--- src/rtl/fft_dma_pkg.sv ---
// Shared definitions for the FFT DMA front/back end (clocking_in, clocking_out,
// butterfly stages): default frame geometry and the complex sample types.
package fft_dma_pkg;

   localparam int FFT_SIZE_DEF     = 8;
   localparam int FFT_SIZE_LOG_DEF = 3;
   localparam int WIDTH_DEF        = 18;
   localparam int DECIMAL_DEF      = 10;

   typedef logic signed [WIDTH_DEF-1:0] sample_t;

   typedef struct packed {
      sample_t re;
      sample_t im;
   } cplx_t;

endpackage

--- src/rtl/out_frame_buf.sv ---
// One frame slot of the output ping-pong buffer: whole-frame parallel load
// from the last butterfly stage, single-sample indexed read for streaming.
module out_frame_buf
   import fft_dma_pkg::*;
#(
   parameter int FFT_SIZE     = FFT_SIZE_DEF,
   parameter int FFT_SIZE_LOG = FFT_SIZE_LOG_DEF,
   parameter int WIDTH        = WIDTH_DEF
)(
   input  logic                      clk,
   input  logic                      load,
   input  logic [FFT_SIZE*WIDTH-1:0] data_in_R,
   input  logic [FFT_SIZE*WIDTH-1:0] data_in_I,
   input  logic [FFT_SIZE_LOG-1:0]   rd_idx,
   output logic [WIDTH-1:0]          rd_R,
   output logic [WIDTH-1:0]          rd_I
);

   logic [FFT_SIZE*WIDTH-1:0] mem_R;
   logic [FFT_SIZE*WIDTH-1:0] mem_I;

   // Frame storage needs no reset: the control logic never reads an unloaded slot.
   always_ff @(posedge clk) begin
      if (load) begin
         mem_R <= data_in_R;
         mem_I <= data_in_I;
      end
   end

   assign rd_R = mem_R[rd_idx*WIDTH +: WIDTH];
   assign rd_I = mem_I[rd_idx*WIDTH +: WIDTH];

endmodule

--- src/rtl/clocking_out.sv ---
// Output serializer: captures parallel FFT frames into a two-slot ping-pong
// buffer and streams them sample by sample over an AXI-stream style handshake.
module clocking_out
   import fft_dma_pkg::*;
#(
   parameter int FFT_SIZE     = FFT_SIZE_DEF,
   parameter int FFT_SIZE_LOG = FFT_SIZE_LOG_DEF,
   parameter int WIDTH        = WIDTH_DEF
)(
   input  logic                      clk,
   input  logic                      rst_n,
   input  logic                      start,
   output logic                      ready,
   input  logic [FFT_SIZE*WIDTH-1:0] data_in_R,
   input  logic [FFT_SIZE*WIDTH-1:0] data_in_I,
   output logic                      dma_tvalid,
   input  logic                      dma_tready,
   output logic                      dma_tlast,
   output logic [WIDTH-1:0]          data_out_R,
   output logic [WIDTH-1:0]          data_out_I,
   output logic                      overflow
);

   localparam logic [FFT_SIZE_LOG-1:0] LAST_IDX = FFT_SIZE_LOG'(FFT_SIZE - 1);

   logic [1:0]              full;
   logic [1:0]              full_next;
   logic                    wr_sel;
   logic                    rd_sel;
   logic                    rd_sel_next;
   logic [FFT_SIZE_LOG-1:0] idx;
   logic [FFT_SIZE_LOG-1:0] idx_next;
   logic                    tvalid_next;
   logic                    tlast_next;
   logic                    capture;
   logic                    beat;
   logic [WIDTH-1:0]        slot_R [2];
   logic [WIDTH-1:0]        slot_I [2];
   logic [WIDTH-1:0]        data_next_R;
   logic [WIDTH-1:0]        data_next_I;

   // ready deliberately ignores a slot that frees this cycle (no look-ahead)
   assign ready   = ~(full[0] & full[1]);
   assign capture = start & ready;
   assign beat    = dma_tvalid & dma_tready;

   // Both slots read at the next sample index; the output register picks one
   for (genvar s = 0; s < 2; s++) begin : g_slot
      out_frame_buf #(
         .FFT_SIZE     (FFT_SIZE),
         .FFT_SIZE_LOG (FFT_SIZE_LOG),
         .WIDTH        (WIDTH)
      ) u_buf (
         .clk       (clk),
         .load      (capture && (wr_sel == 1'(s))),
         .data_in_R (data_in_R),
         .data_in_I (data_in_I),
         .rd_idx    (idx_next),
         .rd_R      (slot_R[s]),
         .rd_I      (slot_I[s])
      );
   end

   // Next slot flags, read pointer and sample index; outputs are precomputed so
   // the first sample of a waiting frame follows the last beat with no bubble.
   always_comb begin
      full_next   = full;
      rd_sel_next = rd_sel;
      idx_next    = idx;
      if (capture) begin
         full_next[wr_sel] = 1'b1;
      end
      if (beat) begin
         if (idx == LAST_IDX) begin
            idx_next          = '0;
            full_next[rd_sel] = 1'b0;
            rd_sel_next       = ~rd_sel;
         end else begin
            idx_next = idx + FFT_SIZE_LOG'(1);
         end
      end
      tvalid_next = full[rd_sel_next];
      tlast_next  = tvalid_next & (idx_next == LAST_IDX);
      data_next_R = slot_R[rd_sel_next];
      data_next_I = slot_I[rd_sel_next];
   end

   // Control and output registers; reset discards any frame being streamed
   always_ff @(posedge clk or negedge rst_n) begin
      if (!rst_n) begin
         full       <= '0;
         wr_sel     <= 1'b0;
         rd_sel     <= 1'b0;
         idx        <= '0;
         dma_tvalid <= 1'b0;
         dma_tlast  <= 1'b0;
         data_out_R <= '0;
         data_out_I <= '0;
         overflow   <= 1'b0;
      end else begin
         full       <= full_next;
         rd_sel     <= rd_sel_next;
         idx        <= idx_next;
         dma_tvalid <= tvalid_next;
         dma_tlast  <= tlast_next;
         data_out_R <= data_next_R;
         data_out_I <= data_next_I;
         if (capture) begin
            wr_sel <= ~wr_sel;
         end
         if (start && !ready) begin
            overflow <= 1'b1;
         end
      end
   end

endmodule

--- config.mk ---
export PLATFORM = sky130hd
export DESIGN_NAME = clocking_out
export DESIGN_NICKNAME = d
export VERILOG_FILES = /design/src/rtl/fft_dma_pkg.sv /design/src/rtl/out_frame_buf.sv /design/src/rtl/clocking_out.sv
export SDC_FILE = /design/constraint.sdc
export NUM_CORES = 1
export LEC_CHECK = 0
export ABC_AREA = 1
export ABC_CLOCK_PERIOD_IN_PS = 17000
export CORE_AREA = 5 5 228 230
export CTS_CLUSTER_DIAMETER = 200
export DETAILED_ROUTE_END_ITERATION = 8
export DIE_AREA = 0 0 233 235
export GPL_TIMING_DRIVEN = 1
export PLACE_DENSITY = 0.84
export SLEW_MARGIN = 20
export SYNTH_ARGS = -nofsm -noshare
export SYNTH_HDL_FRONTEND = slang
export SYNTH_SLANG_ARGS = --single-unit
--- constraint.sdc ---
create_clock -name clk -period 17 [get_ports clk]
set_input_delay 3.4 -clock clk [delete_from_list [all_inputs] [get_ports clk]]
set_output_delay 3.4 -clock clk [all_outputs]
set_load 0.05 [all_outputs]
==> metrics.txt <==
# clock sinks=622; reg-to-reg startpoint=idx[0]$_DFF_PN0_; Worst-Skew Late Latency=0.62 ns; layout cells sized above 1=4.57%; VDD IR max=0.160 mV; Die X=233 um; Mean Syn Cell Area=10.7 um2; critical path class=in -> reg; hold slack final=0.473 ns; final hold vios=0; HPWL after DPL=50.0 mm; vias in the first global route=19300; r2r worst-path depth=14; final core utilization=64.6%; initial core utilization=53.1%; clock tree buffer depth=3; Vias/cell=5.58; Worst setup EP type=register; Syn. warnings=0; cts hold-fix bufs=0; Routed WL=76.8 mm; pwr/cell area=173 nW/um2; RR Endpoint=data_out_I[2]$_DFF_PN0_; RSZ-0062 raised after global routing=no; DRT iter0 DRCs=2456; Synth top area share=65.6%; Lkg Pwr=13.3 nW; Post-synth EDFFs=576; Vias=19300; # resized after CTS=0; Syn Nets=2755; Required @ worst endpoint=17.50 ns; most common cell in the netlist=nand2_1; Max FO, Critical Path=101; Clock Skew=0.0346 ns; Row Count=82; Boundary Pins=332; Crit path max-delay family=simple AND/OR/NAND/NOR gates; fmax=140 MHz; Worst path slowest cell=buf_4; register bit total from synthesis=622; total gr overflow=0; setup_tns=0 ns; I/O Buffers=331; Max-slew headroom=21.0%; clock-pin slew on the worst setup and hold paths=0.06 ns; Root Driver=clkbuf_16; Die Span Y=235 um; Final Cell Area=32100 um2; Area growth, synth to finish=21.7%; First-pass DRT Iterations=6; post-layout min period=7.13 ns; final setup fails=0; DRC=0; total CTS buffers=61; most used flip-flop cell after synthesis=edfxtp_1; Final Max Slew Viols=0; outcome=complete, no violations; Setup Fix Bufs, Post-CTS=0; Crit. Startpoint=dma_tready; wire length per cell=22.2 um; Hold Path End=overflow$_DFFE_PN0P_; crit path DAT=7.63 ns; die area=54800 um2; Synth top cells by count=726 x nand2_1, 576 x edfxtp_1, 541 x nand3_1; dpl cell area=30100 um2; number of routed nets with antenna violations=0; post-synthesis cell type count=24; post-synthesis sequential area ratio=69.9%; worst hold path startpoint=overflow$_DFFE_PN0P_; HP Class=reg -> reg; core footprint=49700 um2; largest net degree at the start of global routing=191; R2R setup slack=12.29 ns; first-pass GRT wire length=114 mm; H-Tree Depth=2; nets@finish=3025; Yosys top cell by area=edfxtp_1; dpl cells=3340; top post-synthesis cells by area=edfxtp_1 66%, nand2_1 10%, nand3_1 10%; max-cap violations=0; RD Place Congestion=0.865; measured slew at the worst slew-check pin=1.18 ns; CP dominant cell by count=nand2_1; Tot GR Track Use=27.4%; TritonCTS clock tree=yes; Gate Count Post-Synth=2461; critical-path cell list=clkdlybuf4s50_1, nand3_1, nand2_8, nand2_4, buf_4, buf_4, nand2_1, nand3_1, nand2_1, nand2_1, nand2_1, inv_1, nand2_1; Async S/R FF share, synth=7.40%; crit share post-route=41.9%; fin cells=3459; crit start category=input pin; worst path bufs/invs=4; initial antenna violation count=10; CP peak stage delay=0.76 ns; Syn Std Cell Area=26400 um2; depth of the worst hold-timing path=1
logic make-up after synthesis:
| family | share of synthesized area [%] |
|---|---|
| flip-flops | 69.9 |
| buffers and inverters | 7.91 |
| adder cells (fa/ha/maj) | 0.0948 |
| AO/OA/AOI/OAI | 0.199 |
| AND/OR/NAND/NOR | 21.9 |
worst max path at each step:
stage	endpoint	cells past startpoint
detailed placement	data_out_I[5]$_DFF_PN0_	13
global placement	data_out_I[5]$_DFF_PN0_	13
finish	data_out_I[2]$_DFF_PN0_	13
global route	data_out_I[2]$_DFF_PN0_	13
CTS	data_out_I[2]$_DFF_PN0_	13
floorplan	g_slot[1].u_buf.mem_I[0]$_DFFE_PP_	2
registers in the layout (all words and copies together), names as in the netlist, 2 cells and up:
name,cells
data_out_I,18
data_out_R,18
full,2
g_slot.u_buf.mem_I,288
g_slot.u_buf.mem_R,288
idx,3
layer usage:
| metal | GRT usage [%] | share of wire (%) | vias up |
|---|---|---|---|
| met2 | 45.2 | 49 | 1182 |
| met3 | 5.72 | 10 | 183 |
| met5 | 0 | 0.096 | - |
| li1 | - | - | 8671 |
| met1 | 35.5 | 36 | 9250 |
| met4 | 11.6 | 4.9 | 10 |
cell usage in the layout, fill, tap and decap left out:
master	netlist	final
ha_1	2	2
clkinv_4	0	1
buf_4	1	18
a21oi_1	1	1
clkbuf_1	17	13
clkdlybuf4s50_1	0	330
buf_12	0	2
diode_2	0	6
nand4_1	1	1
clkbuf_8	0	9
nand3_1	541	541
nor4_1	1	1
clkinvlp_4	0	4
clkinv_2	0	9
clkbuf_16	0	62
nor2_4	0	5
nand2_8	0	1
nand2_1	726	725
a31o_2	1	1
dfrtp_1	46	46
nand2_4	0	1
edfxtp_1	576	576
o21a_1	1	1
bufinv_16	0	5
o21ai_2	2	1
inv_1	368	366
clkinv_1	0	9
inv_6	0	1
inv_2	2	3
clkinv_8	0	1
o22a_1	1	1
nand3b_1	36	36
o21ai_4	0	1
buf_2	116	1
nor2_1	6	4
nand2_2	2	1
o21ai_1	1	1
final cells by class:
type / count / area, um2
Inverter: 370 / 1390
Tap cell: 672 / 841
Sequential cell: 622 / 18400
Antenna cell: 6 / 15.0
Multi-Input combinational cell: 1325 / 5910
Fill cell: 3588 / 17600
Clock inverter: 29 / 284
Clock buffer: 84 / 1720
Timing Repair Buffer: 351 / 3480
worst register-to-register path, delay by kind of cell (launching register included):
kind                     cells  cell delay (ns)
buffers and inverters        3             1.60
adder cells (fa/ha/maj)      2             0.46
flip-flops                   1             0.40
AND/OR/NAND/NOR              9             2.16
power by group:
group / internal, mW / leakage [nW] / switching, mW / total [mW]
clock: 0.781 / 0.976 / 0.561 / 1.34
combinational: 0.574 / 6.57 / 1.55 / 2.12
sequential: 1.98 / 5.79 / 0.110 / 2.09
total: 3.34 / 13.3 / 2.22 / 5.55
per-stage QoR:
stage               setup WS [ns]  total power [mW]
finish                       9.87              5.55
global route                 9.65              5.83
CTS                         10.01              5.57
detailed placement           9.38              4.22
global placement             9.54              4.16
floorplan                   0.585              3.52
Note: power is estimated with default switching activity, not from simulation.
